$ cat src/rtl/pc_return_stack.sv
// pc_return_stack: hardware return-address stack for the program counter load path.
// A push stores a return address. A pop presents the most recent address on d_out
// with a one-cycle load_out strobe that drives the counter's parallel-load input.
// Push and pop in the same cycle replace the top entry, which implements a tail call.
// Optional build macro: PC_STACK_CIRCULAR_EN. When it is defined, a push while full
// overwrites the oldest entry and does not set err.
module pc_return_stack #(
    parameter int unsigned WIDTH = 16,
    parameter int unsigned DEPTH = 8
) (
    input  logic                       clk,
    input  logic                       reset,
    input  logic                       push,
    input  logic                       pop,
    input  logic [WIDTH-1:0]           d_in,
    output logic [WIDTH-1:0]           d_out,
    output logic                       load_out,
    output logic                       empty,
    output logic                       full,
    output logic [$clog2(DEPTH):0]     count,
    output logic                       err
);

    localparam int unsigned AW = $clog2(DEPTH);
    localparam int unsigned CW = AW + 1;

    // DEPTH is a power of two, so an AW-bit pointer wraps modulo DEPTH on its own.
    logic [WIDTH-1:0] mem [DEPTH];

    logic [AW-1:0]    sp_q, sp_d;
    logic [CW-1:0]    count_q, count_d;
    logic [WIDTH-1:0] d_out_q, d_out_d;
    logic             load_q, load_d;
    logic             err_q, err_d;

    logic             mem_we;
    logic [AW-1:0]    mem_waddr;
    logic [AW-1:0]    sp_m1;
    logic             is_empty;
    logic             is_full;

    assign sp_m1    = sp_q - AW'(1);
    assign is_empty = (count_q == '0);
    assign is_full  = (count_q == CW'(DEPTH));

    // Next-state decode for pointer, occupancy, output register and error flag.
    always_comb begin
        sp_d      = sp_q;
        count_d   = count_q;
        d_out_d   = d_out_q;
        load_d    = 1'b0;
        err_d     = err_q;
        mem_we    = 1'b0;
        mem_waddr = sp_q;

        unique case ({push, pop})
            2'b00: begin
                // Idle: state holds and the strobe drops.
            end
            2'b10: begin
                if (!is_full) begin
                    mem_we  = 1'b1;
                    sp_d    = sp_q + AW'(1);
                    count_d = count_q + CW'(1);
                end else begin
`ifdef PC_STACK_CIRCULAR_EN
                    // Overwrite the oldest entry; occupancy stays at DEPTH.
                    mem_we = 1'b1;
                    sp_d   = sp_q + AW'(1);
`else
                    err_d = 1'b1;
`endif
                end
            end
            2'b01: begin
                if (!is_empty) begin
                    d_out_d = mem[sp_m1];
                    sp_d    = sp_m1;
                    count_d = count_q - CW'(1);
                    load_d  = 1'b1;
                end else begin
                    err_d = 1'b1;
                end
            end
            2'b11: begin
                if (!is_empty) begin
                    // Tail-call replace: return the top and overwrite it in place.
                    d_out_d   = mem[sp_m1];
                    mem_we    = 1'b1;
                    mem_waddr = sp_m1;
                    load_d    = 1'b1;
                end else begin
                    // Empty stack: behaves as a plain push, which cannot overflow here.
                    mem_we  = 1'b1;
                    sp_d    = sp_q + AW'(1);
                    count_d = count_q + CW'(1);
                end
            end
            default: begin
            end
        endcase
    end

    // Control state, with asynchronous clear that also cancels an in-flight strobe.
    always_ff @(posedge clk or negedge reset) begin
        if (!reset) begin
            sp_q    <= '0;
            count_q <= '0;
            d_out_q <= '0;
            load_q  <= 1'b0;
            err_q   <= 1'b0;
        end else begin
            sp_q    <= sp_d;
            count_q <= count_d;
            d_out_q <= d_out_d;
            load_q  <= load_d;
            err_q   <= err_d;
        end
    end

    // Entry storage; contents are don't-care after reset, so no reset is applied.
    always_ff @(posedge clk) begin
        if (mem_we) begin
            mem[mem_waddr] <= d_in;
        end
    end

    assign d_out    = d_out_q;
    assign load_out = load_q;
    assign count    = count_q;
    assign empty    = is_empty;
    assign full     = is_full;
    assign err      = err_q;

endmodule

$ cat config.mk
export PLATFORM = sky130hd
export DESIGN_NAME = pc_return_stack
export DESIGN_NICKNAME = d
export VERILOG_FILES = /design/src/rtl/pc_return_stack.sv
export SDC_FILE = /design/constraint.sdc
export NUM_CORES = 1
export LEC_CHECK = 0
export CORE_UTILIZATION = 55
export DETAILED_ROUTE_END_ITERATION = 7
export PLACE_DENSITY_LB_ADDON = 0.15
export SYNTH_ARGS = -nofsm -noshare
export SYNTH_HDL_FRONTEND = slang
export SYNTH_SLANG_ARGS = --single-unit
export TNS_END_PERCENT = 50
$ cat constraint.sdc
create_clock -name clk -period 4.9 [get_ports clk]
set_clock_uncertainty 0.2 [all_clocks]
set_input_delay 0.735 -clock clk [delete_from_list [all_inputs] [get_ports clk]]
set_output_delay 0.735 -clock clk [all_outputs]
set_load 0.05 [all_outputs]
==> results list <==
* Result of the run: finished clean
- The smallest clock period supported by the final layout is computed as 3.40 ns.
* Endpoint of the lowest-slack register-to-register path: mem[1][2]
- Timing would allow up to 294 MHz.
* Critical-path top delay cell: sky130_fd_sc_hd__clkdlybuf4s50_1
- Detailed-router iteration count before antenna repair: 5
- Area occupied by multi-input gates: 1630 µm²
- The number of max-slew violations in the final report came to 0.
- The post-route netlist has 25.7% of its cells at a drive strength greater than 1.
* Synthesis warning total: 0
- In this run the deepest clock path goes through 2 buffers.
* Largest stage delay on the critical path: 0.79 ns
- In the final design database the tool counted 458 nets.
- Die Outline Area: 11800 µm²
- Register area share after synthesis: 71.7%
* Launching instance or port of the critical path: count[1]
* Post-place instance area: 6810 µm²
* Post-cts repair resize count: 0
* Average instance area after synthesis: 16.2 µm²
- Required time worst endpoint: 3.96 ns
- Critical Path End Type: output port
* CP delay by family, top: buffers and inverters
- The congestion estimate from routability-driven global placement came to 0.832.
* Async set-reset flop share out of synthesis: 16.3%
* Power per Cell Area: 729 nW/µm²
* I/O pin count: 44
- Leakage power: 2.57 nW
* Setup slack of the critical path after layout: 1.50 ns
- At the worst endpoint, the arrival time is 2.47 ns.
- Synth Net Count: 409
- After clock tree synthesis, the clock-pin slew on the worst setup and hold paths is 0.06 ns.
- Detail-routed via count per cell: 5.96
* DPL Wire Length: 7050 µm
- For the worst-skew pair, the clock arrives at the later sink with an insertion delay of 0.41 ns.
* Placeable core area: 10900 µm²
- The number of antenna violations at the first check in global routing is 0.
* Floorplan row count: 38
- The critical path ends at full.
- Diodes inserted: 0
- Number of input and output port buffers inserted: 43
- Hold repair after CTS inserted 0 buffers.
- Max IR drop VDD: 537 µV
- In this run the post-CTS setup repair buffer count came out at 0.
- In the layout the commonest cells are sky130_fd_sc_hd__edfxtp_1, sky130_fd_sc_hd__mux2_2, sky130_fd_sc_hd__clkdlybuf4s50_1.
- Count of vias placed by the detailed router: 3502
* Final core utilization: 68.3%
- Global router's overall resource usage: 23.2%
* Sum of internal, switching and leakage power: 5.44 mW
- Counting flops and latches in the post-synthesis netlist gives 153.
* Summed negative setup slack over all endpoints: 0 ns
- Area used by sequential logic in the layout: 4470 µm²
- The critical path is of the flop to output port type.
* Slew at the pin closest to its max-slew limit: 0.922 ns
- Final Hold Viols: 0
* Count of flip-flops with a built-in enable after synthesis: 128
- Register-to-register setup slack: 1.74 ns
- RSZ-0062 raised after global routing: false
* Buffer type at the clock tree root: sky130_fd_sc_hd__clkbuf_16
* Die Span Y: 108 µm
- Die width: 108 µm
- H-Tree Level Count: 4
- TritonCTS built the clock tree.
* Iter 0 DRT Violations: 287
- Worst reg2reg path startpoint: sp_q[1]
- The cell count after synthesis came out at 386.
- Design Area, Final: 7460 µm²
* Worst Path Max Fanout: 12
* Worst hold slack across all endpoints: 0.259 ns
- Clock tree synthesis inserted a total of 17 buffers.
- Count of different cell masters after synthesis: 42
- Once detail routing completed, the nets flagged for antenna violations numbered 0.
- Worst min path class: flop to flop
- Cell count after placement: 556
* First-pass GRT wire length: 19500 µm
* Area growth from synthesis to layout: 19.7%
* Clock sinks: 153
- The total overflow left after global routing is 0.
- Max-Slew Margin vs Limit: 38.5%
- Worst-path cell chain: or4b_4 > inv_1 > clkdlybuf4s50_1
- Commonest non-fill, non-tap cell in the layout: sky130_fd_sc_hd__edfxtp_1
- Commonest register cell after synthesis: sky130_fd_sc_hd__edfxtp_1
- Setup WS pre-CTS: 1.67 ns
- The tool flagged a number of max-cap violations equal to 0.
* Worst-case reg-to-reg path depth: 7
* Critical path depth: 3
- Together, buffers and inverters on the worst path number 2.
* Fillers: 747
* Setup violation total in the final timing report: 0
* Initial core utilization: 57.0%
* Period utilization: 69.4%
- After detailed routing, the number of remaining DRC violations is 0.
* Non-filler instance count after layout: 588
* Largest net degree at the start of global routing: 41
* CP Launch Type: flop
* Number of global-route vias before repair: 3524
* Hold depth: 1
- Wires add up to 12600 µm.
* Post-synth design cell area: 6240 µm²
* Average routed wire per standard cell: 21.4 µm
-- metal layers --
layer	GRT usage [%]	vias up	part of all wire (%)	routed length, µm
met5	0	-	0	0
met4	8.78	0	1.5	192
met3	5.73	22	6.3	794
met2	36.6	137	49	6130
met1	31.3	1735	43	5450
li1	-	1608	-	-
-- synth_stat cells (3+ instances only) --
| cell | instances | area share, % |
|---|---|---|
| sky130_fd_sc_hd__a21oi_1 | 5 | 0.40 |
| sky130_fd_sc_hd__buf_2 | 11 | 0.88 |
| sky130_fd_sc_hd__clkbuf_1 | 10 | 0.60 |
| sky130_fd_sc_hd__dfrtp_1 | 25 | 10 |
| sky130_fd_sc_hd__edfxtp_1 | 128 | 62 |
| sky130_fd_sc_hd__ha_1 | 3 | 0.60 |
| sky130_fd_sc_hd__inv_1 | 4 | 0.24 |
| sky130_fd_sc_hd__mux2_2 | 64 | 12 |
| sky130_fd_sc_hd__nand2_1 | 26 | 1.6 |
| sky130_fd_sc_hd__nand2b_1 | 4 | 0.40 |
| sky130_fd_sc_hd__nand3_1 | 3 | 0.24 |
| sky130_fd_sc_hd__nor2_1 | 9 | 0.54 |
| sky130_fd_sc_hd__nor2b_1 | 4 | 0.40 |
| sky130_fd_sc_hd__o21ai_0 | 3 | 0.24 |
| sky130_fd_sc_hd__o22ai_1 | 33 | 3.3 |
| sky130_fd_sc_hd__o31ai_1 | 17 | 2.0 |
| sky130_fd_sc_hd__xnor2_1 | 5 | 0.70 |
-- registers in the layout, indices dropped and copies added (netlist names) --
| signal | cells |
|---|---|
| d_out | 16 |
| mem | 128 |
| sp_q | 3 |
| count | 4 |
| load_out | 1 |
| err | 1 |
-- power breakdown --
| part | internal [mW] | total (mW) | leakage [nW] | switching, mW |
|---|---|---|---|---|
| clock network | 0.949 | 1.44 | 0.317 | 0.491 |
| registers | 1.68 | 1.84 | 1.46 | 0.159 |
| logic | 0.877 | 2.15 | 0.794 | 1.28 |
| total | 3.51 | 5.44 | 2.57 | 1.93 |
-- worst register-to-register path: cells and delay by family (launching register included) --
kind                     cells  cell delay [ns]
AND/OR/NAND/NOR              2             0.34
flip-flops                   1             0.49
buffers and inverters        2             0.39
AO/OA/AOI/OAI                2             0.45
adder cells (fa/ha/maj)      1             0.95
-- worst min-delay path by stage --
stage / startpoint / endpoint / slack (ns)
4_1_cts: err / err / 0.26
3_3_place_gp: err / err / 0.25
3_5_place_dp: err / err / 0.25
5_1_grt: err / err / 0.29
6_report: err / err / 0.26
2_1_floorplan: reset / count[0] / 0.24
-- kinds of logic (layout without fill, tap and decap cells) --
| group | after synthesis | in the layout | share of synthesized area (%) |
|---|---|---|---|
| multiplexers | 65 | 65 | 11.7 |
| AND/OR/NAND/NOR | 56 | 56 | 4.63 |
| AO/OA/AOI/OAI | 73 | 73 | 8.19 |
| adder cells (fa/ha/maj) | 3 | 3 | 0.602 |
| flip-flops | 153 | 153 | 71.7 |
| XOR/XNOR | 7 | 7 | 0.983 |
| buffers and inverters | 29 | 91 | 2.21 |
-- layout make-up --
| cell class | count | share of cell area [%] |
|---|---|---|
| repair buffers | 54 | 6.87 |
| multi-input cells | 204 | 21.9 |
| clock buffers | 18 | 5.75 |
| clock inverters | 14 | 3.05 |
| flip-flops and latches | 153 | 59.9 |
| well taps | 140 | 2.35 |
| inverters | 5 | 0.251 |
(Power assumes the default switching activity.)
